[src/rtl/inst_fetch_if.sv]
// ============================================================================
// Module      : inst_fetch_if
// Description : Instruction BRAM read port between the fetch stage and memory.
// Revision    : 1.0 - initial release
// ============================================================================
`default_nettype none

interface inst_fetch_if #(
    parameter int AW = 10
);
    logic [AW-1:0] mem_addr;
    logic          mem_en;
    logic [31:0]   mem_dout;

    modport master (
        output mem_addr,
        output mem_en,
        input  mem_dout
    );

    modport slave (
        input  mem_addr,
        input  mem_en,
        output mem_dout
    );
endinterface

`default_nettype wire

[src/rtl/inst_fetch.sv]
// ============================================================================
// Module      : inst_fetch
// Description : RV32I fetch stage: PC, BRAM read, IF/ID register, stall,
//               redirect and sticky fault. FETCH_PERF_CNT_EN adds counters.
// Revision    : 1.0 - initial release
// ============================================================================
`default_nettype none

module inst_fetch #(
    parameter int          INST_DEPTH = 1024,
    parameter logic [31:0] RESET_PC   = 32'h0000_0000
) (
    input  wire logic        clk,
    input  wire logic        rst,
    inst_fetch_if.master     bus,
    input  wire logic        stall,
    input  wire logic        redirect_valid,
    input  wire logic [31:0] redirect_pc,
    output logic             if_id_valid,
    output logic [31:0]      if_id_inst,
    output logic [31:0]      if_id_pc,
    output logic             fault
`ifdef FETCH_PERF_CNT_EN
    ,
    output logic [31:0]      fetch_cnt,
    output logic [31:0]      stall_cnt,
    output logic [31:0]      flush_cnt
`endif
);

    localparam int          AW          = $clog2(INST_DEPTH);
    localparam logic [31:0] c_LAST_PC   = 32'(INST_DEPTH - 4);

    localparam logic [1:0]  c_ST_BOOT   = 2'd0;
    localparam logic [1:0]  c_ST_RUN    = 2'd1;
    localparam logic [1:0]  c_ST_FAULT  = 2'd2;

    logic [1:0]  r_state;
    logic [31:0] r_pc;
    logic [31:0] w_next_pc;
    logic        w_redir_bad;
    logic        w_at_end;

    assign bus.mem_addr = r_pc[AW-1:0];
    assign bus.mem_en   = (r_state == c_ST_RUN);

    // Full 32-bit compares so stray upper bits fault instead of aliasing.
    assign w_next_pc   = r_pc + 32'd4;
    assign w_redir_bad = (redirect_pc[1:0] != 2'b00) || (redirect_pc > c_LAST_PC);
    assign w_at_end    = (w_next_pc > c_LAST_PC);

    always_ff @(posedge clk) begin
        if (rst) begin
            r_state     <= c_ST_BOOT;
            r_pc        <= RESET_PC;
            if_id_valid <= 1'b0;
            if_id_inst  <= 32'h0;
            if_id_pc    <= 32'h0;
            fault       <= 1'b0;
        end else begin
            case (r_state)
                c_ST_BOOT: begin
                    r_state <= c_ST_RUN;
                end
                c_ST_RUN: begin
                    if (redirect_valid) begin
                        if_id_valid <= 1'b0;
                        r_pc        <= redirect_pc;
                        if (w_redir_bad) begin
                            r_state <= c_ST_FAULT;
                            fault   <= 1'b1;
                        end
                    end else if (!stall) begin
                        if_id_inst  <= bus.mem_dout;
                        if_id_pc    <= r_pc;
                        if_id_valid <= 1'b1;
                        // Last word is still delivered; PC never wraps to 0.
                        if (w_at_end) begin
                            r_state <= c_ST_FAULT;
                            fault   <= 1'b1;
                        end else begin
                            r_pc <= w_next_pc;
                        end
                    end
                end
                c_ST_FAULT: begin
                    if_id_valid <= 1'b0;
                    fault       <= 1'b1;
                end
                default: begin
                    r_state <= c_ST_BOOT;
                end
            endcase
        end
    end

`ifdef FETCH_PERF_CNT_EN
    logic w_cnt_fetch;
    logic w_cnt_stall;
    logic w_cnt_flush;

    always_comb begin
        w_cnt_fetch = 1'b0;
        w_cnt_stall = 1'b0;
        w_cnt_flush = 1'b0;
        if (r_state == c_ST_RUN) begin
            w_cnt_flush = redirect_valid;
            w_cnt_stall = !redirect_valid && stall;
            w_cnt_fetch = !redirect_valid && !stall;
        end
    end

    always_ff @(posedge clk) begin
        if (rst) begin
            fetch_cnt <= 32'h0;
            stall_cnt <= 32'h0;
            flush_cnt <= 32'h0;
        end else begin
            if (w_cnt_fetch && (fetch_cnt != 32'hFFFF_FFFF)) fetch_cnt <= fetch_cnt + 32'd1;
            if (w_cnt_stall && (stall_cnt != 32'hFFFF_FFFF)) stall_cnt <= stall_cnt + 32'd1;
            if (w_cnt_flush && (flush_cnt != 32'hFFFF_FFFF)) flush_cnt <= flush_cnt + 32'd1;
        end
    end
`else
    // Counters absent; fetch path is identical.
`endif

endmodule

`default_nettype wire
[src/flat_wrapper.sv]
// flat-port wrapper written by rule: the top's interface ports become plain ports
module inst_fetch_flat 
#(
    parameter int          INST_DEPTH = 1024,
    parameter logic [31:0] RESET_PC   = 32'h0000_0000
)
  (clk, rst, stall, redirect_valid, redirect_pc, if_id_valid, if_id_inst, if_id_pc, fault, bus_mem_addr, bus_mem_en, bus_mem_dout);
  inst_fetch_if bus_i ();
  input  wire logic clk;
  input  wire logic rst;
  input  wire logic stall;
  input  wire logic redirect_valid;
  input  wire logic [31:0] redirect_pc;
  output logic if_id_valid;
  output logic [31:0] if_id_inst;
  output logic [31:0] if_id_pc;
  output logic fault;
  output wire logic [$bits(bus_i.mem_addr)-1:0] bus_mem_addr;
  output wire logic [$bits(bus_i.mem_en)-1:0] bus_mem_en;
  input wire logic [$bits(bus_i.mem_dout)-1:0] bus_mem_dout;
  assign bus_mem_addr = bus_i.mem_addr;
  assign bus_mem_en = bus_i.mem_en;
  assign bus_i.mem_dout = bus_mem_dout;
  inst_fetch #(.INST_DEPTH(INST_DEPTH), .RESET_PC(RESET_PC)) u_core (.clk(clk), .rst(rst), .bus(bus_i), .stall(stall), .redirect_valid(redirect_valid), .redirect_pc(redirect_pc), .if_id_valid(if_id_valid), .if_id_inst(if_id_inst), .if_id_pc(if_id_pc), .fault(fault));
endmodule
[config.mk]
export PLATFORM = sky130hd
export DESIGN_NAME = inst_fetch_flat
export DESIGN_NICKNAME = d
export VERILOG_FILES = /design/src/rtl/inst_fetch_if.sv /design/src/rtl/inst_fetch.sv /design/src/flat_wrapper.sv
export SDC_FILE = /design/constraint.sdc
export NUM_CORES = 1
export LEC_CHECK = 0
export ABC_AREA = 1
export CAP_MARGIN = 30
export CORE_ASPECT_RATIO = 0.5
export CORE_MARGIN = 2
export CORE_UTILIZATION = 54
export CTS_BUF_LIST = sky130_fd_sc_hd__clkbuf_8
export DETAILED_ROUTE_END_ITERATION = 12
export GPL_TIMING_DRIVEN = 0
export PLACE_DENSITY = 0.84
export SKIP_CTS_REPAIR_TIMING = 1
export SYNTH_ARGS = -nofsm -noshare
export SYNTH_HDL_FRONTEND = slang
export SYNTH_SLANG_ARGS = --single-unit
[constraint.sdc]
create_clock -name clk -period 6.7 [get_ports clk]
set_input_delay 1.34 -clock clk [delete_from_list [all_inputs] [get_ports clk]]
set_output_delay 1.34 -clock clk [all_outputs]
set_load 0.01 [all_outputs]
==> flow_summary.toml <==
[pwr]
vdd_drop_max_uv = 166
p_seq_share_pct = 37.6
clockPowerShare_pct = 19.5
p_int_w = 0.00132
finalPower_w = 0.00219
power.leakage_nw = 3.19
p_per_area_nw_per_um2 = 304
swShare_pct = 39.9
p_comb_share_pct = 42.9
p_switching_w = 0.000874

[clock_network]
clk_latency_ps = 390
clockRootBuffer = "clkbuf_8"
cts.clk_slew.worst_paths_ps = 110
cts_buffer_depth = 2
cts-buffers-inserted = 9
cts_tree = "yes"
clock-sinks = 100
h-tree-depth = 3

[timing]
period_needed_ps = 3330
setup_violations = 0
relSlewSlack_pct = 55.3
clock_skew_ps = 12.8
hold_violations = 0
finalCritPeriodShare_pct = 49.7
worst_pin_slew_ps = 671
fmax_mhz = 300
rsz0062_at_grt = "false"
final_max_slew_viol_count = 0
fin_setup_tns_ps = 0

[drt]
routed-via-count = 5971
drt_wl_total_um = 17900
drt_iter0_markers = 515
postRouteAntennaNets = 0
drc = 0
drtPass1Iterations = 7
wl_per_cell_um = 16.1
routed_via_density = 5.40

[floorplanning]
dieArea_um2 = 10800
pin_count = 145
core_area_um2 = 9570
die_x_um = 145
rows = 25
die_h_um = 74.6
start_util_pct = 56.3

[global_routing]
grt_pass1_vias = 5518
grt.overflow.total = 0
antenna_found_initial = 0
grt_usage_pct = 33.3
grt_max_degree = 20
grt_pass1_wl_um = 28100

[critical_path]
reg2reg_to = "u_core.r_pc[12]$_SDFFE_PP0P_"
crit_path_max_fanout = 10
r2r_start = "u_core.r_pc[3]$_SDFFE_PP0P_"
critical_path.endpoint = "u_core.if_id_pc[19]$_SDFFE_PP0P_"
crit_chain = "clkdlybuf4s50_1 > nor2_1 > inv_1 > nor2_1 > clkbuf_1 > clkbuf_1 > a21oi_1"
crit_path_end_kind = "flop"
critical_path_arrival_ps = 3580
crit_type = "primary input to flop"
max_stage_delay_ps = 570
cp.depth = 7
startpoint = "redirect_valid"
start_kind = "primary input"
reg2reg_slack_ps = 3820
critPathRequiredTime_ps = 6950
slowest_stage = "clkbuf_1"
crit_buf_inv = 4
crit_family = "buffers and inverters"
reg2reg_depth = 15

[hold_path]
min_path_type = "flop to flop"
min_from = "u_core.if_id_valid$_SDFFE_PP0P_"
whs_path_depth = 2

[run_status]
status = "completed"

[synthesis]
yosysUniqueCellTypes = 26
avgSynthCellArea_um2 = 6.64
synthCells = 811
yosysWarnings = 0
syn_nets = 884
ys_ff_latch = 100
synth_area_um2 = 5390
seq_area_frac_synth_pct = 37.1

[layout]
drive_gt1_share_pct = 8.55
diodes = 0
fin_cells = 1106
area_growth_pct = 33.9
fin_nets = 1039

[placed_design]
gp_congestion = 1.02
place_inst = 1090
hpwl_um = 13700
port_buffers = 144

[job]
drv_cap = 0
-- power by group through the flow --
stage | clock network (W) | registers [W] | logic [W]
2_1_floorplan | 0 | 0.000836 | 0.000554
3_3_place_gp | 0 | 0.000827 | 0.000896
3_5_place_dp | 0 | 0.000833 | 0.000921
4_1_cts | 0.000434 | 0.000820 | 0.000927
5_1_grt | 0.000449 | 0.000839 | 0.00103
6_report | 0.000427 | 0.000823 | 0.000940
-- placed cells by master, fill, tap and decap left out, types with 5 or more instances in the layout --
cell | Yosys | layout
o21ai_0 | 85 | 85
nand2_1 | 173 | 173
nand3_1 | 25 | 25
clkbuf_1 | 27 | 27
a31oi_1 | 6 | 6
a21oi_1 | 66 | 66
clkdlybuf4s50_1 | 0 | 144
nand4_1 | 10 | 10
nand3_2 | 31 | 31
inv_1 | 62 | 62
clkbuf_8 | 0 | 9
xor2_1 | 8 | 8
ha_1 | 5 | 5
buf_4 | 15 | 15
buf_6 | 7 | 7
nor2_2 | 10 | 10
nor2_1 | 166 | 166
dfxtp_1 | 100 | 100
-- cell families after synthesis --
kind of cell	Yosys count	synth area share, %
and+or+nand+nor	423	35.2
AOI/OAI and AO/OA	160	15.1
buffers and inverters	115	10.0
DFF	100	37.1
xor gates and xnor gates	8	1.30
adders and majority gates	5	1.16
-- worst reg2reg max path: stages, from the launching register on --
cell	delay, ps
dfxtp_1	460
ha_1	310
nand3_1	200
nor2_2	350
nand3_1	120
nand2_1	80
nand2_1	60
inv_1	50
nand2_1	70
nor2_1	140
nand2_1	80
nor2_2	220
nand4_4	210
buf_6	210
a21oi_1	160
nor2_1	70
-- layer usage --
metal	vias to the layer above	global-route usage [%]	routed length [um]	part of all wire [%]
met3	39	12.1	2200	12
met4	0	10.3	324	1.8
met5	-	0	0	0
li1	2912	-	-	-
met2	299	55.1	7720	43
met1	2721	41.9	7610	43
-- how the worst min path moves through the flow --
stage                                                  to  slack (ps)
after floorplan           u_core.if_id_valid$_SDFFE_PP0P_         480
after global placement    u_core.if_id_valid$_SDFFE_PP0P_         450
after detailed placement  u_core.if_id_valid$_SDFFE_PP0P_         460
after CTS                 u_core.if_id_valid$_SDFFE_PP0P_         480
after global routing      u_core.if_id_valid$_SDFFE_PP0P_         500
final                     u_core.if_id_valid$_SDFFE_PP0P_         480
-- synthesized netlist by cell type --
library cell,count,area share (%)
inv_1,62,4.3
or2_2,2,0.23
o21ai_0,85,7.9
clkinv_1,2,0.14
a21oi_1,66,6.1
clkbuf_1,27,1.9
nor3_1,1,0.093
nand2_2,1,0.12
a211oi_1,1,0.14
nand3_1,25,2.3
a21o_1,2,0.28
xor2_1,8,1.3
buf_1,2,0.14
nand4_1,10,1.2
a31oi_1,6,0.70
nor4_1,2,0.23
nand4_4,1,0.39
nor2_1,166,12
nand3_2,31,5.8
ha_1,5,1.2
buf_4,15,2.1
nor2_2,10,1.2
buf_6,7,1.5
nand2_1,173,12
dfxtp_1,100,37
nand3b_1,1,0.14
-- sequential cells by signal, indices dropped and copies added, names as in the netlist --
name and flops:
u_core.if_id_pc 32, u_core.r_pc 32, u_core.r_state 2, u_core.if_id_valid 1
u_core.if_id_inst 32, u_core.fault 1
-- cell type report --
cell class	instances	area, um2
Tap cell	135	169
Fill cell	794	2360
Sequential cell	100	2000
Clock buffer	9	124
Inverter	64	240
Multi-Input combinational cell	596	2850
Timing Repair Buffer	144	1440
Buffer	51	300
Clock inverter	7	92.6
-- metrics by stage --
| stage | hold slack, ps | utilization, % | worst slack, ps | instance area (um2) |
|---|---|---|---|---|
| after global placement | 449 | 73.1 | 3100 | 7000 |
| after CTS | 476 | 75.4 | 3450 | 7220 |
| final | 475 | 75.4 | 3370 | 7220 |
| after floorplan | 477 | - | 4190 | 5390 |
| after global routing | 501 | 75.4 | 3300 | 7220 |
| after detailed placement | 460 | 73.1 | 3050 | 7000 |
Power figures use the tool's default switching activity.
